--- config.mk ---
export PLATFORM = sky130hd
export DESIGN_NAME = tlb_assoc
export DESIGN_NICKNAME = d
export VERILOG_FILES = /design/src/rtl/tlb_pkg.sv /design/src/rtl/tlb_cam.sv /design/src/rtl/tlb_assoc.sv
export SDC_FILE = /design/constraint.sdc
export NUM_CORES = 1
export LEC_CHECK = 0
export ABC_AREA = 0
export CAP_MARGIN = 20
export CORE_UTILIZATION = 50
export DETAILED_ROUTE_END_ITERATION = 12
export PLACE_DENSITY_LB_ADDON = 0.12
export REMOVE_ABC_BUFFERS = 1
export SLEW_MARGIN = 20
export SYNTH_ARGS = -nofsm -noshare
export SYNTH_HDL_FRONTEND = slang
export SYNTH_SLANG_ARGS = --single-unit
--- constraint.sdc ---
create_clock -name clk -period 20.5 [get_ports clk]
set_input_delay 4.1 -clock clk [delete_from_list [all_inputs] [get_ports clk]]
set_output_delay 4.1 -clock clk [all_outputs]
set_load 0.01 [all_outputs]
--- src/rtl/tlb_pkg.sv ---
// Shared types and constants for the fully associative TLB.
// Entry fields are sized to maxima so the struct can live in a package.
package tlb_pkg;
   localparam int VPN_MAX_W  = 64;
   localparam int PPN_MAX_W  = 64;
   localparam int ASID_MAX_W = 16;

   localparam int PTE_R = 0;
   localparam int PTE_W = 1;
   localparam int PTE_G = 2;

   typedef enum logic [2:0] {
      S_IDLE,
      S_LOOKUP,
      S_PTW_REQ,
      S_PTW_WAIT,
      S_RESP
   } tlb_state_e;

   typedef struct packed {
      logic                  valid;
      logic [VPN_MAX_W-1:0]  vpn;
      logic [PPN_MAX_W-1:0]  ppn;
      logic                  r;
      logic                  w;
      logic                  g;
      logic [ASID_MAX_W-1:0] asid;
   } tlb_entry_t;

   function automatic logic perm_ok(input logic r, input logic w, input logic is_write);
      return is_write ? w : r;
   endfunction
endpackage

--- src/rtl/tlb_cam.sv ---
// Parallel VPN (and, with TLB_ASID_EN, ASID/global) match across all entries.
// Produces one-hot hit vector, encoded index and any-hit flag.
module tlb_cam
   import tlb_pkg::*;
#(
   parameter int ENTRIES = 8,
   parameter int IDX_W   = $clog2(ENTRIES)
) (
   input  logic [ENTRIES-1:0]                 valid_i,
   input  logic [ENTRIES-1:0][VPN_MAX_W-1:0]  vpn_i,
   input  logic [ENTRIES-1:0]                 g_i,
   input  logic [ENTRIES-1:0][ASID_MAX_W-1:0] asid_i,
   input  logic [VPN_MAX_W-1:0]               req_vpn_i,
   input  logic [ASID_MAX_W-1:0]              req_asid_i,
   output logic [ENTRIES-1:0]                 hit_vec_o,
   output logic [IDX_W-1:0]                   hit_idx_o,
   output logic                               any_hit_o
);

   for (genvar i = 0; i < ENTRIES; i++) begin : g_match
`ifdef TLB_ASID_EN
      assign hit_vec_o[i] = valid_i[i] && (vpn_i[i] == req_vpn_i) &&
                            (g_i[i] || (asid_i[i] == req_asid_i));
`else
      assign hit_vec_o[i] = valid_i[i] && (vpn_i[i] == req_vpn_i);
`endif
   end

`ifndef TLB_ASID_EN
   logic unused_asid;
   assign unused_asid = ^{g_i, asid_i, req_asid_i};
`endif

   // At most one entry can match, so OR-encoding the index is sufficient.
   always_comb begin
      hit_idx_o = '0;
      for (int i = 0; i < ENTRIES; i++)
         if (hit_vec_o[i]) hit_idx_o = hit_idx_o | IDX_W'(i);
   end

   assign any_hit_o = |hit_vec_o;
endmodule

--- src/rtl/tlb_assoc.sv ---
// Fully associative TLB with PTW refill, round-robin replacement, permission check
// and flush. Define TLB_ASID_EN to tag entries with an ASID and enable ASID flush.
module tlb_assoc
   import tlb_pkg::*;
#(
   parameter int ENTRIES   = 8,
   parameter int VA_W      = 32,
   parameter int PA_W      = 32,
   parameter int PAGE_BITS = 12,
   parameter int ASID_W    = 8
) (
   input  logic              clk,
   input  logic              rst,
   input  logic              req_valid_i,
   output logic              req_ready_o,
   input  logic [VA_W-1:0]   vaddr_i,
   input  logic              access_type_i,
   input  logic [ASID_W-1:0] asid_i,
   output logic              resp_valid_o,
   input  logic              resp_ready_i,
   output logic [PA_W-1:0]   paddr_o,
   output logic              hit_o,
   output logic              fault_o,
   input  logic              flush_valid_i,
   input  logic              flush_asid_only_i,
   input  logic [ASID_W-1:0] flush_asid_i,
   output logic              ptw_req_valid_o,
   input  logic              ptw_req_ready_i,
   output logic [VA_W-1:0]   ptw_vaddr_o,
   input  logic              ptw_resp_valid_i,
   output logic              ptw_resp_ready_o,
   input  logic [PA_W-1:0]   ptw_pte_i
);
   localparam int IDX_W = $clog2(ENTRIES);

   tlb_state_e               state_q;
   tlb_entry_t [ENTRIES-1:0] ent_q;
   logic [IDX_W-1:0]         rr_q;
   logic [VA_W-1:0]          vaddr_q;
   logic                     wr_q;
   logic [ASID_MAX_W-1:0]    asid_q, asid_d;
   logic [PA_W-1:0]          paddr_q;
   logic                     hit_q, fault_q;

`ifdef TLB_ASID_EN
   assign asid_d = ASID_MAX_W'(asid_i);
`else
   assign asid_d = '0;
   logic unused_asid;
   assign unused_asid = ^{asid_i, flush_asid_i, flush_asid_only_i};
`endif

   // CAM view of the entry array
   logic [ENTRIES-1:0]                 valid_v, g_v, hit_vec;
   logic [ENTRIES-1:0][VPN_MAX_W-1:0]  vpn_v;
   logic [ENTRIES-1:0][ASID_MAX_W-1:0] asid_v;
   logic [VPN_MAX_W-1:0]               req_vpn;
   logic [IDX_W-1:0]                   hit_idx;
   logic                               any_hit;

   for (genvar i = 0; i < ENTRIES; i++) begin : g_view
      assign valid_v[i] = ent_q[i].valid;
      assign vpn_v[i]   = ent_q[i].vpn;
      assign g_v[i]     = ent_q[i].g;
      assign asid_v[i]  = ent_q[i].asid;
   end

   assign req_vpn = VPN_MAX_W'(vaddr_q[VA_W-1:PAGE_BITS]);

   tlb_cam #(.ENTRIES(ENTRIES), .IDX_W(IDX_W)) u_cam (
      .valid_i   (valid_v),
      .vpn_i     (vpn_v),
      .g_i       (g_v),
      .asid_i    (asid_v),
      .req_vpn_i (req_vpn),
      .req_asid_i(asid_q),
      .hit_vec_o (hit_vec),
      .hit_idx_o (hit_idx),
      .any_hit_o (any_hit)
   );

   logic            hit_ok, fill_ok, pte_valid;
   logic [PA_W-1:0] hit_paddr, fill_paddr;
   logic            unused_misc;

   assign hit_ok     = perm_ok(ent_q[hit_idx].r, ent_q[hit_idx].w, wr_q);
   assign hit_paddr  = PA_W'({ent_q[hit_idx].ppn, vaddr_q[PAGE_BITS-1:0]});
   assign pte_valid  = ptw_pte_i[PTE_R] | ptw_pte_i[PTE_W];
   assign fill_ok    = perm_ok(ptw_pte_i[PTE_R], ptw_pte_i[PTE_W], wr_q);
   assign fill_paddr = {ptw_pte_i[PA_W-1:PAGE_BITS], vaddr_q[PAGE_BITS-1:0]};
   assign unused_misc = ^{ptw_pte_i[PAGE_BITS-1:3], hit_vec};

   tlb_entry_t fill_ent;
   always_comb begin
      fill_ent       = '0;
      fill_ent.valid = 1'b1;
      fill_ent.vpn   = req_vpn;
      fill_ent.ppn   = PPN_MAX_W'(ptw_pte_i[PA_W-1:PAGE_BITS]);
      fill_ent.r     = ptw_pte_i[PTE_R];
      fill_ent.w     = ptw_pte_i[PTE_W];
      fill_ent.g     = ptw_pte_i[PTE_G];
      fill_ent.asid  = asid_q;
   end

   // Lowest free slot wins; the round-robin pointer only matters when full.
   logic [IDX_W-1:0] victim;
   logic             have_free;
   always_comb begin
      victim    = rr_q;
      have_free = 1'b0;
      for (int i = ENTRIES - 1; i >= 0; i--)
         if (!ent_q[i].valid) begin
            victim    = IDX_W'(i);
            have_free = 1'b1;
         end
   end

   logic [ENTRIES-1:0] flush_hit;
`ifdef TLB_ASID_EN
   always_comb begin
      flush_hit = '0;
      for (int i = 0; i < ENTRIES; i++)
         flush_hit[i] = !flush_asid_only_i ||
                        (!ent_q[i].g && (ent_q[i].asid == ASID_MAX_W'(flush_asid_i)));
   end
`else
   assign flush_hit = '1;
`endif

   always_ff @(posedge clk or posedge rst) begin
      if (rst) begin
         state_q <= S_IDLE;
         ent_q   <= '0;
         rr_q    <= '0;
         vaddr_q <= '0;
         wr_q    <= 1'b0;
         asid_q  <= '0;
         paddr_q <= '0;
         hit_q   <= 1'b0;
         fault_q <= 1'b0;
      end else begin
         case (state_q)
            S_IDLE:
               if (req_valid_i && !flush_valid_i) begin
                  vaddr_q <= vaddr_i;
                  wr_q    <= access_type_i;
                  asid_q  <= asid_d;
                  state_q <= S_LOOKUP;
               end
            S_LOOKUP:
               if (any_hit) begin
                  paddr_q <= hit_ok ? hit_paddr : '0;
                  hit_q   <= 1'b1;
                  fault_q <= !hit_ok;
                  state_q <= S_RESP;
               end else begin
                  state_q <= S_PTW_REQ;
               end
            S_PTW_REQ:
               if (ptw_req_ready_i) state_q <= S_PTW_WAIT;
            S_PTW_WAIT:
               if (ptw_resp_valid_i) begin
                  paddr_q <= fill_ok ? fill_paddr : '0;
                  hit_q   <= 1'b0;
                  fault_q <= !fill_ok;
                  state_q <= S_RESP;
                  // A coincident flush wins over the fill; the response still goes out.
                  if (pte_valid && !flush_valid_i) begin
                     ent_q[victim] <= fill_ent;
                     if (!have_free) rr_q <= rr_q + IDX_W'(1);
                  end
               end
            S_RESP:
               if (resp_ready_i) state_q <= S_IDLE;
            default:
               state_q <= S_IDLE;
         endcase
         if (flush_valid_i)
            for (int i = 0; i < ENTRIES; i++)
               if (flush_hit[i]) ent_q[i].valid <= 1'b0;
      end
   end

   assign req_ready_o      = (state_q == S_IDLE) && !flush_valid_i;
   assign resp_valid_o     = (state_q == S_RESP);
   assign ptw_req_valid_o  = (state_q == S_PTW_REQ);
   assign ptw_resp_ready_o = (state_q == S_PTW_WAIT);
   assign ptw_vaddr_o      = {vaddr_q[VA_W-1:PAGE_BITS], {PAGE_BITS{1'b0}}};
   assign paddr_o          = paddr_q;
   assign hit_o            = hit_q;
   assign fault_o          = fault_q;
endmodule

==> flow_summary.toml, run 1 <==
[sta]
fin_skew_ns = 0.0240
finalSetupViolCount = 0
whs_ns = 0.471
rsz0062_at_grt = "no"
maxSlewViolCount = 0
worstMarginPinSlew_ns = 1.15
hold_viol_final = 0
slew_headroom = 0.228
fmax_mhz = 103
setup_slack_ns = 10.77
fin_crit_ns = 9.73
setup-tns-final_ns = 0
post-route-period-util = 0.475

[routing]
post_drt_via_cell_ratio = 5.48
dr.first_iter.drc_count = 472
route.detailed.drc = 0
vias = 11660
first_pass_iters = 5
detail-route-antenna-nets = 0
post_drt_wl_per_cell_microns = 20.0
wl_microns = 42600

[placed_design]
pre_cts_slack_ns = 10.76
io_buffers = 119
place_area_sq_mm = 0.0211
place_congestion = 0.766
hpwl_microns = 25000

[worst_hold_path]
hp-start = "rr_q[2]"
worstHoldEndpoint = "rr_q[2]"
min_path_type = "flop to flop"
min_path_cells = 1

[die]
fp.dieH_microns = 200
pin_count = 159
dieArea_sq_mm = 0.0399
die_w_microns = 200
initial_core_util = 0.507
core-area_sq_mm = 0.0386
row_count = 72

[setup_path]
critPathMaxFanout = 7
critPathLaunchType = "input pin"
critPathKind = "input pin to output pin"
regToRegEndpoint = "paddr_o[4]"
rr_startpoint = "vaddr_q[16]"
reg2reg_slack_ns = 15.95
r2r_cells = 11
required_ns = 16.40
cp_data_arrival_time_ns = 5.63
end_kind = "output pin"

[clocking]
clock-sinks = 417
clock_latency_ns = 0.57
htree_levels = 2
cts_tree = "built"
cts_buffer_depth = 3
path_clk_slew_ns = 0.06
holdBufCountCts = 0
post_cts_resized = 0
numCtsBuffers = 46
root_buffer = "clkbuf_16"
cts_setup_buffers = 0

[power]
powerDensity_mw_per_mm2 = 115
p_leak_nw = 11.1
ir_worst_vdd_v = 0.0000930

[synth]
avgSynthCellArea_sq_um = 13.1
synth_cell_types = 54
syn_area_sq_mm = 0.0195
synth-edff-count = 0
syn-instance-count = 1489
synth-main-ff-cell = "dfrtp_1"
yosys_warnings = 0
synth.yosys.seq_area_share = 0.534
synthArstFlopShare = 1.00
synth-seq-cells = 417

[global_route]
grt_pass1_vias = 11879
grt_pass1_wl_microns = 67800
grt_max_degree = 136
overflow = 0
grt_use_total = 0.224
antenna_found_initial = 0

[run]
drv_cap = 0

[final_layout]
areaGrowthSynthToFinish_pct = 15.9
num-fill-cells = 3249
antennaDiodeCount = 0
design_area_sq_mm = 0.0226
nets = 1666
drive_above_1_share = 0.318

[run_status]
status = "finished, final reports clean"
[cells in the mapped netlist, types with 2 or more instances]
cell type | number | share of area
a21boi_0 | 2 | 0.00077
a21o_1 | 4 | 0.0015
a21oi_1 | 32 | 0.0082
a22oi_1 | 42 | 0.016
and3_1 | 7 | 0.0022
buf_1 | 5 | 0.00096
buf_2 | 28 | 0.0072
buf_4 | 20 | 0.0077
buf_6 | 6 | 0.0035
clkbuf_1 | 68 | 0.013
dfrtp_1 | 417 | 0.53
inv_1 | 13 | 0.0025
mux2_2 | 370 | 0.21
mux2i_1 | 97 | 0.050
nand2_1 | 57 | 0.011
nand3_1 | 9 | 0.0023
nand4_1 | 22 | 0.0070
nor2_1 | 33 | 0.0063
nor2b_1 | 3 | 0.00096
nor3_1 | 6 | 0.0015
nor4_1 | 25 | 0.0080
o211ai_1 | 5 | 0.0019
o21ai_0 | 8 | 0.0020
o22a_1 | 2 | 0.00090
o31ai_1 | 3 | 0.0012
o31ai_2 | 17 | 0.011
xnor2_1 | 57 | 0.026
xor2_1 | 105 | 0.047
[where the power goes]
group	switching [mW]	internal (mW)	leakage, nW	total [mW]
registers	0.105	0.935	5.67	1.04
clock network	0.325	0.512	0.764	0.837
logic	0.375	0.342	4.68	0.717
[worst max-delay path, stage by stage]
cell and delay (ns):
clkdlybuf4s50_1 0.54, nor4_1 0.37, clkdlybuf4s50_1 0.62
[per-stage QoR]
stage          total power [mW]  instances   util
6_report                   2.59       2128  0.587
5_1_grt                    2.74       2128  0.587
4_1_cts                    2.63       2128  0.587
3_5_place_dp               1.79       2046  0.547
3_3_place_gp               1.77       2046  0.547
2_1_floorplan              1.48       1373      -
[layout by cell type (no fill, tap or decap), drive strengths merged, types with 2 or more instances in the layout]
master         synthesis  layout
clkdlybuf4s50          0     119
nand3                 10      10
a22oi                 42      42
buf                   59      36
inv                   13      13
mux2                 370     370
o22a                   2       2
nor2b                  3       3
clkbuf                68      73
nand4                 22      22
bufinv                 0       3
o31ai                 20      20
nor2                  33      33
o211ai                 5       5
a21o                   4       4
and3                   7       7
xor2                 105     105
mux2i                 97      97
a21boi                 2       2
clkinv                 0       6
o21ai                  8       8
or2                    2       2
a21oi                 33      33
nor4                  26      26
a221oi                 2       2
xnor2                 57      57
conb                   1      12
nand2                 57      57
nor3                   6       6
dfrtp                417     417
[layer usage]
layer	up-vias	part of all wire	global-route usage	routed length [microns]
li1	5405	-	-	-
met5	-	0	0	0
met4	0	0.018	0.0588	749
met3	52	0.031	0.0304	1320
met2	160	0.49	0.377	21000
met1	6043	0.46	0.304	19500
[area by class of cell]
type	count	area, sq um	area share
flip-flops and latches	417	10400	0.461
multi-input cells	943	8500	0.375
repair buffers	155	1460	0.0645
clock buffers	73	1430	0.0630
well taps	518	648	0.0286
clock inverters	9	120	0.00530
inverters	13	56.3	0.00249
[logic make-up after synthesis]
family,Yosys count,synth area share
AO/OA/AOI/OAI,129,0.0515
XOR/XNOR,162,0.0726
adder cells (fa/ha/maj),1,0.000640
buffers and inverters,140,0.0348
flip-flops,417,0.534
multiplexers,467,0.263
other,1,0.000192
AND/OR/NAND/NOR,172,0.0433
[worst max path at each step]
stage	end	cells after the start	startpoint
floorplan	ent_q[100]	1	rst
global placement	req_ready_o	3	flush_valid_i
detailed placement	req_ready_o	3	flush_valid_i
CTS	req_ready_o	3	flush_valid_i
global route	req_ready_o	3	flush_valid_i
finish	req_ready_o	3	flush_valid_i
[sequential cells by signal (all words and copies together), names as in the netlist]
| register | flops |
|---|---|
| ent_q | 344 |
| vaddr_q | 32 |
| state_q | 3 |
| rr_q | 3 |
| wr_q | 1 |
| fault_o | 1 |
| paddr_o | 32 |
| hit_o | 1 |
(Power assumes the default switching activity.)
==> inputs of run 2 (changes only) <==
Clock period 20.5 ns to 8.25 ns, I/O delays scaled along.
==> run 2 against run 1 <==
Net effect: non-clock buffer count is 5 lower; first-iteration DRC count rose by 13%; design area fell by 0.17%; utilization fell by 0.097 points; clock-buffer cell count shrank 7; flip-flop and latch count stayed put; clock power rose by 140%.
==> flow_summary.toml, run 2 (synthesis gave the netlist of run 1 again) <==
[die]
fp.dieH_microns = 200
initial_core_util = 0.507
dieArea_sq_mm = 0.0399
row_count = 72
pin_count = 159
core-area_sq_mm = 0.0386
die_w_microns = 200

[clocking]
numCtsBuffers = 45
holdBufCountCts = 0
post_cts_resized = 0
root_buffer = "clkbuf_16"
cts_setup_buffers = 0
clock_latency_ns = 0.57
cts_buffer_depth = 3
path_clk_slew_ns = 0.06
clock-sinks = 417
htree_levels = 2
cts_tree = "built"

[placed_design]
dp.cells = 2041
io_buffers = 119
pre_cts_slack_ns = 3.40
place_area_sq_mm = 0.0211
place_congestion = 0.752
hpwl_microns = 25300

[final_layout]
design_area_sq_mm = 0.0226
largest_reg_flops = 344
top_register = "ent_q"
areaGrowthSynthToFinish_pct = 15.7
nets = 1660
fin_cells = 2124
drive_above_1_share = 0.320
layout_commonest_cell = "dfrtp_1"
final_cell_mix = "dfrtp_1, mux2_2, clkdlybuf4s50_1"
antennaDiodeCount = 0

[sta]
post-route-period-util = 0.587
worstMarginPinSlew_ns = 1.10
fmax_mhz = 207
setup_slack_ns = 3.41
finalSetupViolCount = 0
maxSlewViolCount = 0
fin_skew_ns = 0.0257
hold_viol_final = 0
slew_headroom = 0.260
rsz0062_at_grt = "no"
fin_crit_ns = 4.84

[routing]
route.detailed.drc = 0
vias = 11612
post_drt_via_cell_ratio = 5.47
post_drt_wl_per_cell_microns = 20.3
first_pass_iters = 6
detail-route-antenna-nets = 0
wl_microns = 43200
dr.first_iter.drc_count = 532

[global_route]
antenna_found_initial = 0
grt_pass1_wl_microns = 68400
grt_max_degree = 112
grt_pass1_vias = 12159
overflow = 0
grt_use_total = 0.226

[worst_hold_path]
min_path_type = "flop to flop"

[run_status]
status = "finished, final reports clean"

[setup_path]
critPathLaunchType = "input pin"
critPathKind = "input pin to output pin"
cp_data_arrival_time_ns = 3.19
end_kind = "output pin"
critPathMaxFanout = 7
required_ns = 6.60

[power]
ir_worst_vdd_v = 0.000274
p_leak_nw = 11.1
powerDensity_mw_per_mm2 = 282

[run]
drv_cap = 0
-- run 2: cell count changes in the layout (fill, tap and decap cells not counted), sizes merged --
cell and delta:
clkinv +6, inv +1, clkinvlp +1, clkbuf -7
buf -5
-- run 2: where the power goes --
part           internal (mW)  switching, mW  total (mW)  leakage [nW]
clock                   1.24          0.809        2.05         0.768
sequential              2.32          0.387        2.71          5.67
combinational          0.836          0.792        1.63          4.66
total                   4.40           1.99        6.39          11.1
-- run 2: per-stage QoR --
step           power, mW  utilization  setup TNS, ns  hold slack, ns
2_1_floorplan       3.69            -       -2087.67           0.442
3_3_place_gp        4.37        0.547              0           0.462
3_5_place_dp        4.40        0.547              0           0.462
4_1_cts             6.48        0.586              0           0.474
5_1_grt             6.75        0.586              0           0.489
6_report            6.39        0.586              0           0.469
-- run 2: routing by layer --
| layer | vias to the layer above | GRT usage | wire (microns) |
|---|---|---|---|
| met5 | - | 0 | 0 |
| met4 | 0 | 0.0560 | 799 |
| met3 | 59 | 0.0295 | 1200 |
| met2 | 151 | 0.394 | 21600 |
| met1 | 5996 | 0.297 | 19500 |
| li1 | 5406 | - | - |
-- run 2: worst max-delay path: stages --
cell             delay, ns
clkdlybuf4s50_1       0.54
nor4_1                0.38
clkdlybuf4s50_1       0.62
-- run 2: final timing paths --
path | endpoint | start | slack [ns] | depth (start not counted)
worst max-delay path | req_ready_o | flush_valid_i | 3.41 | 3
worst min-delay path | rr_q[2] | rr_q[2] | 0.47 | 1
worst max register to register | paddr_o[4] | vaddr_q[24] | 3.66 | 11
worst min register to register | rr_q[2] | rr_q[2] | 0.47 | 1
max in group asynchronous | ent_q[688] | rst | 5.12 | 3
min in group asynchronous | ent_q[475] | rst | 1.64 | 2
-- run 2: layout make-up --
class / count / area (sq um)
tap: 518 / 648
multi-input combinational: 943 / 8500
inverter: 13 / 56.3
fill: 3256 / 15900
sequential: 417 / 10400
clock buffer: 66 / 1370
timing repair buffer: 150 / 1440
clock inverter: 17 / 166
